### config.mk
export PLATFORM = sky130hd
export DESIGN_NAME = pfpu_wbarb
export DESIGN_NICKNAME = d
export VERILOG_FILES = /design/src/rtl/pfpu_wbarb.sv
export SDC_FILE = /design/constraint.sdc
export NUM_CORES = 1
export LEC_CHECK = 0
export CAP_MARGIN = 25
export CORE_MARGIN = 5
export CORE_UTILIZATION = 56
export DETAILED_ROUTE_END_ITERATION = 12
export PLACE_DENSITY = 0.8
export SYNTH_ARGS = -nofsm -noshare
export SYNTH_HDL_FRONTEND = slang
export SYNTH_SLANG_ARGS = --single-unit
### constraint.sdc
create_clock -name sys_clk -period 6.8 [get_ports sys_clk]
set_input_delay 1.02 -clock sys_clk [delete_from_list [all_inputs] [get_ports sys_clk]]
set_output_delay 1.02 -clock sys_clk [all_outputs]
set_load 0.05 [all_outputs]
### src/rtl/pfpu_wbarb.sv
// Write-back arbiter: merges add/sub and multiplier results onto one register-file
// write port, holding collisions in an in-order skid FIFO with zero flush at selection.
module pfpu_wbarb #(
    parameter int DEPTH       = 4,
    parameter int STALL_LEVEL = 2
) (
    input  logic        sys_clk,
    input  logic        alu_rst,
    input  logic        a_valid,
    input  logic [31:0] a_r,
    input  logic [6:0]  a_dst,
    input  logic        m_valid,
    input  logic [31:0] m_r,
    input  logic [6:0]  m_dst,
    output logic        regf_we,
    output logic [6:0]  regf_waddr,
    output logic [31:0] regf_wdat,
    output logic        stall,
    output logic        busy,
    output logic        overflow
);
    localparam int AW = $clog2(DEPTH);

    typedef struct packed {
        logic [6:0]  dst;
        logic [31:0] r;
    } entry_t;

    entry_t        mem [DEPTH];
    logic [AW-1:0] rd_ptr;
    logic [AW-1:0] wr_ptr;
    logic [AW-1:0] wr_ptr1;
    logic [AW:0]   occ;

    entry_t        a_ent, m_ent, head, sel, push0, push1;
    logic          sel_vld, pop, want0, want1, acc0, acc1, drop;
    logic [AW+1:0] free;
    logic [AW:0]   n_push;

    // Denormals and zeros of either sign are written as +0.0.
    function automatic logic [31:0] flush_zero(input logic [31:0] r);
        return (r[30:23] == 8'd0) ? 32'd0 : r;
    endfunction

    // Selection order is FIFO head, then a, then m; unselected valid inputs queue
    // in a-then-m order so nothing overtakes an earlier result.
    always_comb begin
        a_ent   = '{dst: a_dst, r: a_r};
        m_ent   = '{dst: m_dst, r: m_r};
        head    = mem[rd_ptr];
        pop     = (occ != '0);
        sel     = head;
        sel_vld = 1'b0;
        want0   = 1'b0;
        want1   = 1'b0;
        push0   = a_ent;
        push1   = m_ent;
        if (pop) begin
            sel_vld = 1'b1;
            if (a_valid) begin
                want0 = 1'b1;
                want1 = m_valid;
            end else if (m_valid) begin
                want0 = 1'b1;
                push0 = m_ent;
            end
        end else if (a_valid) begin
            sel     = a_ent;
            sel_vld = 1'b1;
            if (m_valid) begin
                want0 = 1'b1;
                push0 = m_ent;
            end
        end else if (m_valid) begin
            sel     = m_ent;
            sel_vld = 1'b1;
        end
        // Space freed by this cycle's pop is usable by this cycle's pushes.
        free    = (AW+2)'(DEPTH) - {1'b0, occ} + (AW+2)'(pop);
        acc0    = want0 && (free != '0);
        acc1    = want1 && acc0 && (free >= (AW+2)'(2));
        drop    = (want0 && !acc0) || (want1 && !acc1);
        n_push  = (AW+1)'(acc0) + (AW+1)'(acc1);
        wr_ptr1 = wr_ptr + AW'(1);
    end

    always_ff @(posedge sys_clk or posedge alu_rst) begin
        if (alu_rst) begin
            rd_ptr     <= '0;
            wr_ptr     <= '0;
            occ        <= '0;
            regf_we    <= 1'b0;
            regf_waddr <= '0;
            regf_wdat  <= '0;
            overflow   <= 1'b0;
        end else begin
            regf_we <= sel_vld;
            if (sel_vld) begin
                regf_waddr <= sel.dst;
                regf_wdat  <= flush_zero(sel.r);
            end
            if (pop)
                rd_ptr <= rd_ptr + AW'(1);
            wr_ptr <= wr_ptr + n_push[AW-1:0];
            occ    <= occ + n_push - (AW+1)'(pop);
            if (drop)
                overflow <= 1'b1;
        end
    end

    // Storage needs no reset: entries are only read while occupancy covers them.
    always_ff @(posedge sys_clk) begin
        if (acc0)
            mem[wr_ptr] <= push0;
        if (acc1)
            mem[wr_ptr1] <= push1;
    end

    assign stall = (occ >= (AW+1)'(STALL_LEVEL));
    assign busy  = (occ != '0) || regf_we;

endmodule

; Word-level counts from Yosys, hierarchy flattened
; Memories as Yosys holds them, arrays and structs flattened.
; Cells that the tools add are included.
[word_totals]
register_bits = 48
ramBits = 156
input_bits = 82
output_inout_bits = 43
n_memories = 1
[op_classes]
n_addsub = 8
n_lt_le_gt_ge = 2
muxes = 19
reduce_logical = 12
[memory_table]
columns = name, depth, word_bits, rd, rd_ports_with_merged_regs, wr, line
row1 = mem, 4, 39, 1, 0, 2, 29  ; entry_t mem [DEPTH];
[op_table]
columns = op, n
row1 = 39-bit 2-to-1 mux, 7
row2 = 32-bit 2-to-1 mux, 1
row3 = 1-bit 2-to-1 mux, 11
row4 = 8-bit logical NOT, 1
row5 = 1-bit logical AND, 5
row6 = "2-bit by 1-bit adder with 2-bit output, second input constant", 2
row7 = 4-bit by 1-bit adder with 4-bit output, 1
row8 = "4-bit by 2-bit greater-or-equal comparator with 1-bit output, second input constant", 1
row9 = 4-bit nonzero test, 1
row10 = "3-bit by 3-bit subtractor with 4-bit output, first input constant", 1
row11 = 3-bit by 2-bit adder with 3-bit output, 1
row12 = "3-bit by 2-bit greater-or-equal comparator with 1-bit output, second input constant", 1
row13 = 3-bit nonzero test, 1
row14 = 3-bit by 1-bit subtractor with 3-bit output, 1
row15 = 1-bit by 1-bit adder with 2-bit output, 1
row16 = 2-bit adder, 1
row17 = 1-bit logical NOT, 2
row18 = 1-bit logical OR, 2

; Longest topological paths before layout
[depth]
ltp_word = 9
depth_mapped = 19

; Worst setup path after synthesis
; No wires, ideal clock.
[synth_timing]
path_kind = register to register
from = reg occ[2]
to = mem mem[0][0] in the netlist's numbering, enable pin
arrival_time_ns = 4.992
slack_ns = 1.319
path_stages_with_launch = 11
n_path_buf = 1
period_less_slack_ns = 5.481
cell_sequence = dfrtp_1 > or2_2 > nor2_4 > clkbuf_1 > ha_1 > inv_1 > ha_1 > nand4bb_1 > a211o_1 > nand4_1 > o21ai_0
[synth_rtl]
columns = element, line
row1 = "start, declared", 33  ; logic [AW:0] occ;
row2 = "start signal, assigned", 105  ; occ <= occ + n_push - (AW+1)'(pop);
row3 = "end, declared", 29

; Worst setup path after layout
[layout_timing]
from = reg occ[2]
to = reg occ[2]
[layout_between]
elab_chain_cells = 9
word_cells_on_any_way = 13
classes_between = add/sub: 5 / order compare: 1 / mux: 2 / reduce/logical: 5
[layout_lines]
columns = element, line
row1 = "parallel branches: the longest is 8 deep, another holds 3-bit by 3-bit subtractor with 4-bit output", -
row2 = 3-bit by 1-bit subtractor with 3-bit output *, 105
; Mark *: on every way between the ends.
; A chain may end at the register's enable or synchronous reset.

==> flow_results.xml <==
<?xml version="1.0" encoding="UTF-8"?>
<metrics>
  <group name="drt">
    <metric name="dr.pass1.iters" unit="">5</metric>
    <metric name="detail_route.vias_per_cell" unit="">6.33</metric>
    <metric name="drt-initial-drc-count" unit="">489</metric>
    <metric name="routed_wirelength" unit="um">25400</metric>
    <metric name="post_drt_wl_per_cell" unit="um">24.4</metric>
    <metric name="detailroute.via_count" unit="">6568</metric>
    <metric name="drc_errors" unit="">0</metric>
    <metric name="post_drt_antenna_nets" unit="">0</metric>
  </group>
  <group name="placement">
    <metric name="globalplace.congestion" unit="">0.752</metric>
    <metric name="detailedPlace.worstSlack" unit="ps">2150</metric>
    <metric name="place.detailed.instances" unit="">996</metric>
    <metric name="numPortBuffers" unit="">124</metric>
    <metric name="dp_hpwl" unit="um">15400</metric>
  </group>
  <group name="yosys">
    <metric name="synth-seq-area-share" unit="%">57.0</metric>
    <metric name="synth.ff_latch_count" unit="">204</metric>
    <metric name="net_count_after_synthesis" unit="">767</metric>
    <metric name="synth_warnings" unit="">0</metric>
    <metric name="postSynthCellCount" unit="">677</metric>
    <metric name="asyncSetResetFlopFracSynth" unit="%">23.5</metric>
    <metric name="synthFlopType" unit="">edfxtp_1</metric>
    <metric name="share_of_the_synthesized_area_in_the_top_cell_type" unit="%">45.4</metric>
    <metric name="ys_top_cells_by_area" unit="">edfxtp_1 45%, mux2_2 17%, dfrtp_1 12%</metric>
    <metric name="post-synth-top-area-cell" unit="">edfxtp_1</metric>
    <metric name="syn-cell-area" unit="um^2">10300</metric>
    <metric name="synth.avg_cell_area" unit="um^2">15.2</metric>
    <metric name="synth_edf_count" unit="">156</metric>
    <metric name="synth.distinct_cells" unit="">45</metric>
  </group>
  <group name="sta">
    <metric name="drv_slew" unit="">0</metric>
    <metric name="setup_slack" unit="ps">2130</metric>
    <metric name="grt_setup_unrepaired" unit="">no</metric>
    <metric name="layout_worst_path_cycle_share" unit="%">68.7</metric>
    <metric name="timing.slew.headroom" unit="%">31.0</metric>
    <metric name="finalCriticalPeriod" unit="ps">4670</metric>
    <metric name="fin_worst_skew" unit="ps">11.4</metric>
    <metric name="max_slew.worst_pin.slew" unit="ps">1030</metric>
    <metric name="fin_tns_setup" unit="ps">0</metric>
    <metric name="final-setup-viol-count" unit="">0</metric>
    <metric name="final-hold-violation-count" unit="">0</metric>
    <metric name="timing.fmax" unit="MHz">214</metric>
  </group>
  <group name="critical_path">
    <metric name="worstReg2RegEnd" unit="">occ[2]</metric>
    <metric name="critical_path.endpoint_type" unit="">flip-flop</metric>
    <metric name="req_time_crit_path" unit="ps">7180</metric>
    <metric name="critical_path.max_fanout" unit="">28</metric>
    <metric name="crit_arrival" unit="ps">5050</metric>
    <metric name="criticalPathCategory" unit="">reg2reg</metric>
    <metric name="setup.worst_path.start_class" unit="">flip-flop</metric>
    <metric name="regToRegSetupSlack" unit="ps">2130</metric>
    <metric name="r2r_cells" unit="">18</metric>
    <metric name="worstReg2RegStart" unit="">occ[2]</metric>
    <metric name="startpoint" unit="">occ[2]</metric>
  </group>
  <group name="finish">
    <metric name="instances_no_fill" unit="">1038</metric>
    <metric name="layout-drive-gt1-share" unit="%">35.1</metric>
    <metric name="flow.area_growth_from_synthesis" unit="%">21.1</metric>
    <metric name="nNetsFinal" unit="">883</metric>
    <metric name="n_antenna_cell" unit="">0</metric>
  </group>
  <group name="die">
    <metric name="num_rows" unit="">49</metric>
    <metric name="die-area" unit="um^2">21200</metric>
    <metric name="die_x" unit="um">146</metric>
    <metric name="core" unit="um^2">18100</metric>
    <metric name="io_pins" unit="">125</metric>
    <metric name="die_height" unit="um">146</metric>
    <metric name="floorplan.initialDensity" unit="%">57.1</metric>
  </group>
  <group name="hold_path">
    <metric name="holdPathEnd" unit="">regf_wdat[19]</metric>
    <metric name="holdCritStartpoint" unit="">regf_wdat[19]</metric>
    <metric name="hold_class" unit="">reg2reg</metric>
    <metric name="hold-path-cell-count" unit="">2</metric>
  </group>
  <group name="clock_network">
    <metric name="post_cts_resized" unit="">0</metric>
    <metric name="tritoncts_clock_tree" unit="">done</metric>
    <metric name="numCtsBuffers" unit="">22</metric>
    <metric name="clock_latency" unit="ps">500</metric>
    <metric name="number_of_buffers_inserted_to_repair_setup_after_cts" unit="">0</metric>
    <metric name="h_tree_levels" unit="">1</metric>
    <metric name="clock_sink_count" unit="">204</metric>
    <metric name="clock_tree.root_cell" unit="">clkbuf_16</metric>
    <metric name="clk_pin_slew" unit="ps">60</metric>
    <metric name="ctsHoldBuffers" unit="">0</metric>
    <metric name="clockBufferDepth" unit="">3</metric>
  </group>
  <group name="global_routing">
    <metric name="global_route.usage.total" unit="%">23.6</metric>
    <metric name="grt-ovfl-total" unit="">0</metric>
    <metric name="antenna_violations_before_repair" unit="">0</metric>
    <metric name="pin_count_of_the_biggest_net_entering_global_routing" unit="">49</metric>
    <metric name="grt_pass1_vias" unit="">7046</metric>
    <metric name="global_route_wire_length_before_repair" unit="um">39600</metric>
  </group>
  <group name="pwr">
    <metric name="largest_voltage_drop_on_the_vdd_net" unit="V">0.000271</metric>
    <metric name="power.density_cell_area" unit="nW/um^2">487</metric>
    <metric name="leakagePower" unit="nW">4.29</metric>
  </group>
  <group name="flow_run">
    <metric name="cap_violations" unit="">0</metric>
  </group>
  <group name="outcome">
    <metric name="status" unit="">finished, final reports clean</metric>
  </group>
</metrics>
-- layer usage --
metal | GRT usage [%] | wire (um)
met1 | 30.9 | 10400
met3 | 3.83 | 1610
met2 | 41.8 | 13000
met4 | 4.94 | 385
met5 | 0 | 0
-- cell families (layout without fill, tap and decap cells) --
logic type,Yosys count,count (layout),share of synthesized area [%]
flops,204,204,57.0
xor+xnor,6,6,0.509
simple gates,76,76,3.44
buf+inv,61,193,2.79
compound gates,113,113,8.23
fa+ha+maj,8,8,1.04
mux,209,209,27.0
-- worst max-delay path, stage by stage, from the launching register on --
cell	delay [ps]
dfrtp_1	420
or2_2	350
nor2_4	570
ha_1	280
inv_1	50
ha_1	200
or2_2	290
a211o_1	410
nand4_1	300
inv_1	100
ha_1	320
inv_1	50
ha_1	260
inv_1	50
ha_1	130
inv_1	50
fa_1	430
xor2_1	160
xnor2_1	120
-- cells in the mapped netlist (4+ instances only) --
cell,count
mux2_2,160
a21oi_1,6
a221o_1,30
nor2_1,13
a22oi_1,6
inv_1,12
buf_4,4
o21ai_2,20
mux4_2,38
o21ai_0,42
dfrtp_1,48
buf_1,4
buf_2,17
clkbuf_1,21
mux2i_1,10
xnor2_1,4
ha_1,7
edfxtp_1,156
nand2_1,42
-- through the flow --
step	cell area (um^2)	total power, W	util, %	hold slack (ps)
5_1_grt	12500	0.00638	69.1	494
4_1_cts	12500	0.00610	69.0	481
3_3_place_gp	11800	0.00491	65.3	456
3_5_place_dp	11800	0.00500	65.3	468
6_report	12500	0.00609	69.1	477
2_1_floorplan	10300	0.00415	-	494
-- flip-flops by register name, indices dropped and copies added (netlist names) --
signal,flops
overflow,1
regf_wdat,32
rd_ptr,2
regf_waddr,7
mem,156
wr_ptr,2
occ,3
regf_we,1
-- power by group --
part | switching, W | leakage (nW) | internal [W]
clock network | 0.000470 | 0.323 | 0.000628
registers | 0.000274 | 2.00 | 0.00201
logic | 0.00156 | 1.96 | 0.00114
-- worst max-delay path by stage --
stage	end	slack (ps)	cells after the start
floorplan	mem[0][0]	1320	10
global placement	occ[2]	2280	18
detailed placement	occ[2]	2150	18
CTS	occ[2]	2110	18
global route	occ[2]	1840	18
finish	occ[2]	2130	18
-- cell type report --
class	count	area (um^2)
sequential	204	5890
multi-input combinational	412	4240
clock inverter	10	46.3
clock buffer	30	612
fill	1219	5590
inverter	12	45.0
timing repair buffer	141	1380
tap	229	287
-- cells in the final DEF (no fill, tap or decap), types with 2 or more instances in the layout --
cell type        netlist  layout
a211o_1                3       3
a21oi_1                6       2
a21oi_4                0       4
a221o_1               30      30
a22oi_1                6       6
buf_4                  4      16
clkbuf_1              21       6
clkbuf_16              0      23
clkdlybuf4s50_1        0     123
clkinv_1               0       6
clkinv_2               0       3
dfrtp_1               48      46
edfxtp_1             156     156
ha_1                   7       7
inv_1                 12      10
inv_2                  0       2
mux2_2               160     160
mux2i_1               10      10
mux4_2                38      38
nand2_1               42      42
nand3_1                2       2
nand3b_1               2       2
nand4_1                2       2
nor2_1                13      12
nor2_4                 1       2
nor2b_4                0       2
o21ai_0               42      40
o21ai_2               20      20
o21ai_4                0       2
or2_2                  3       3
xnor2_1                4       4
xor2_1                 2       2
(Power assumes the default switching activity.)
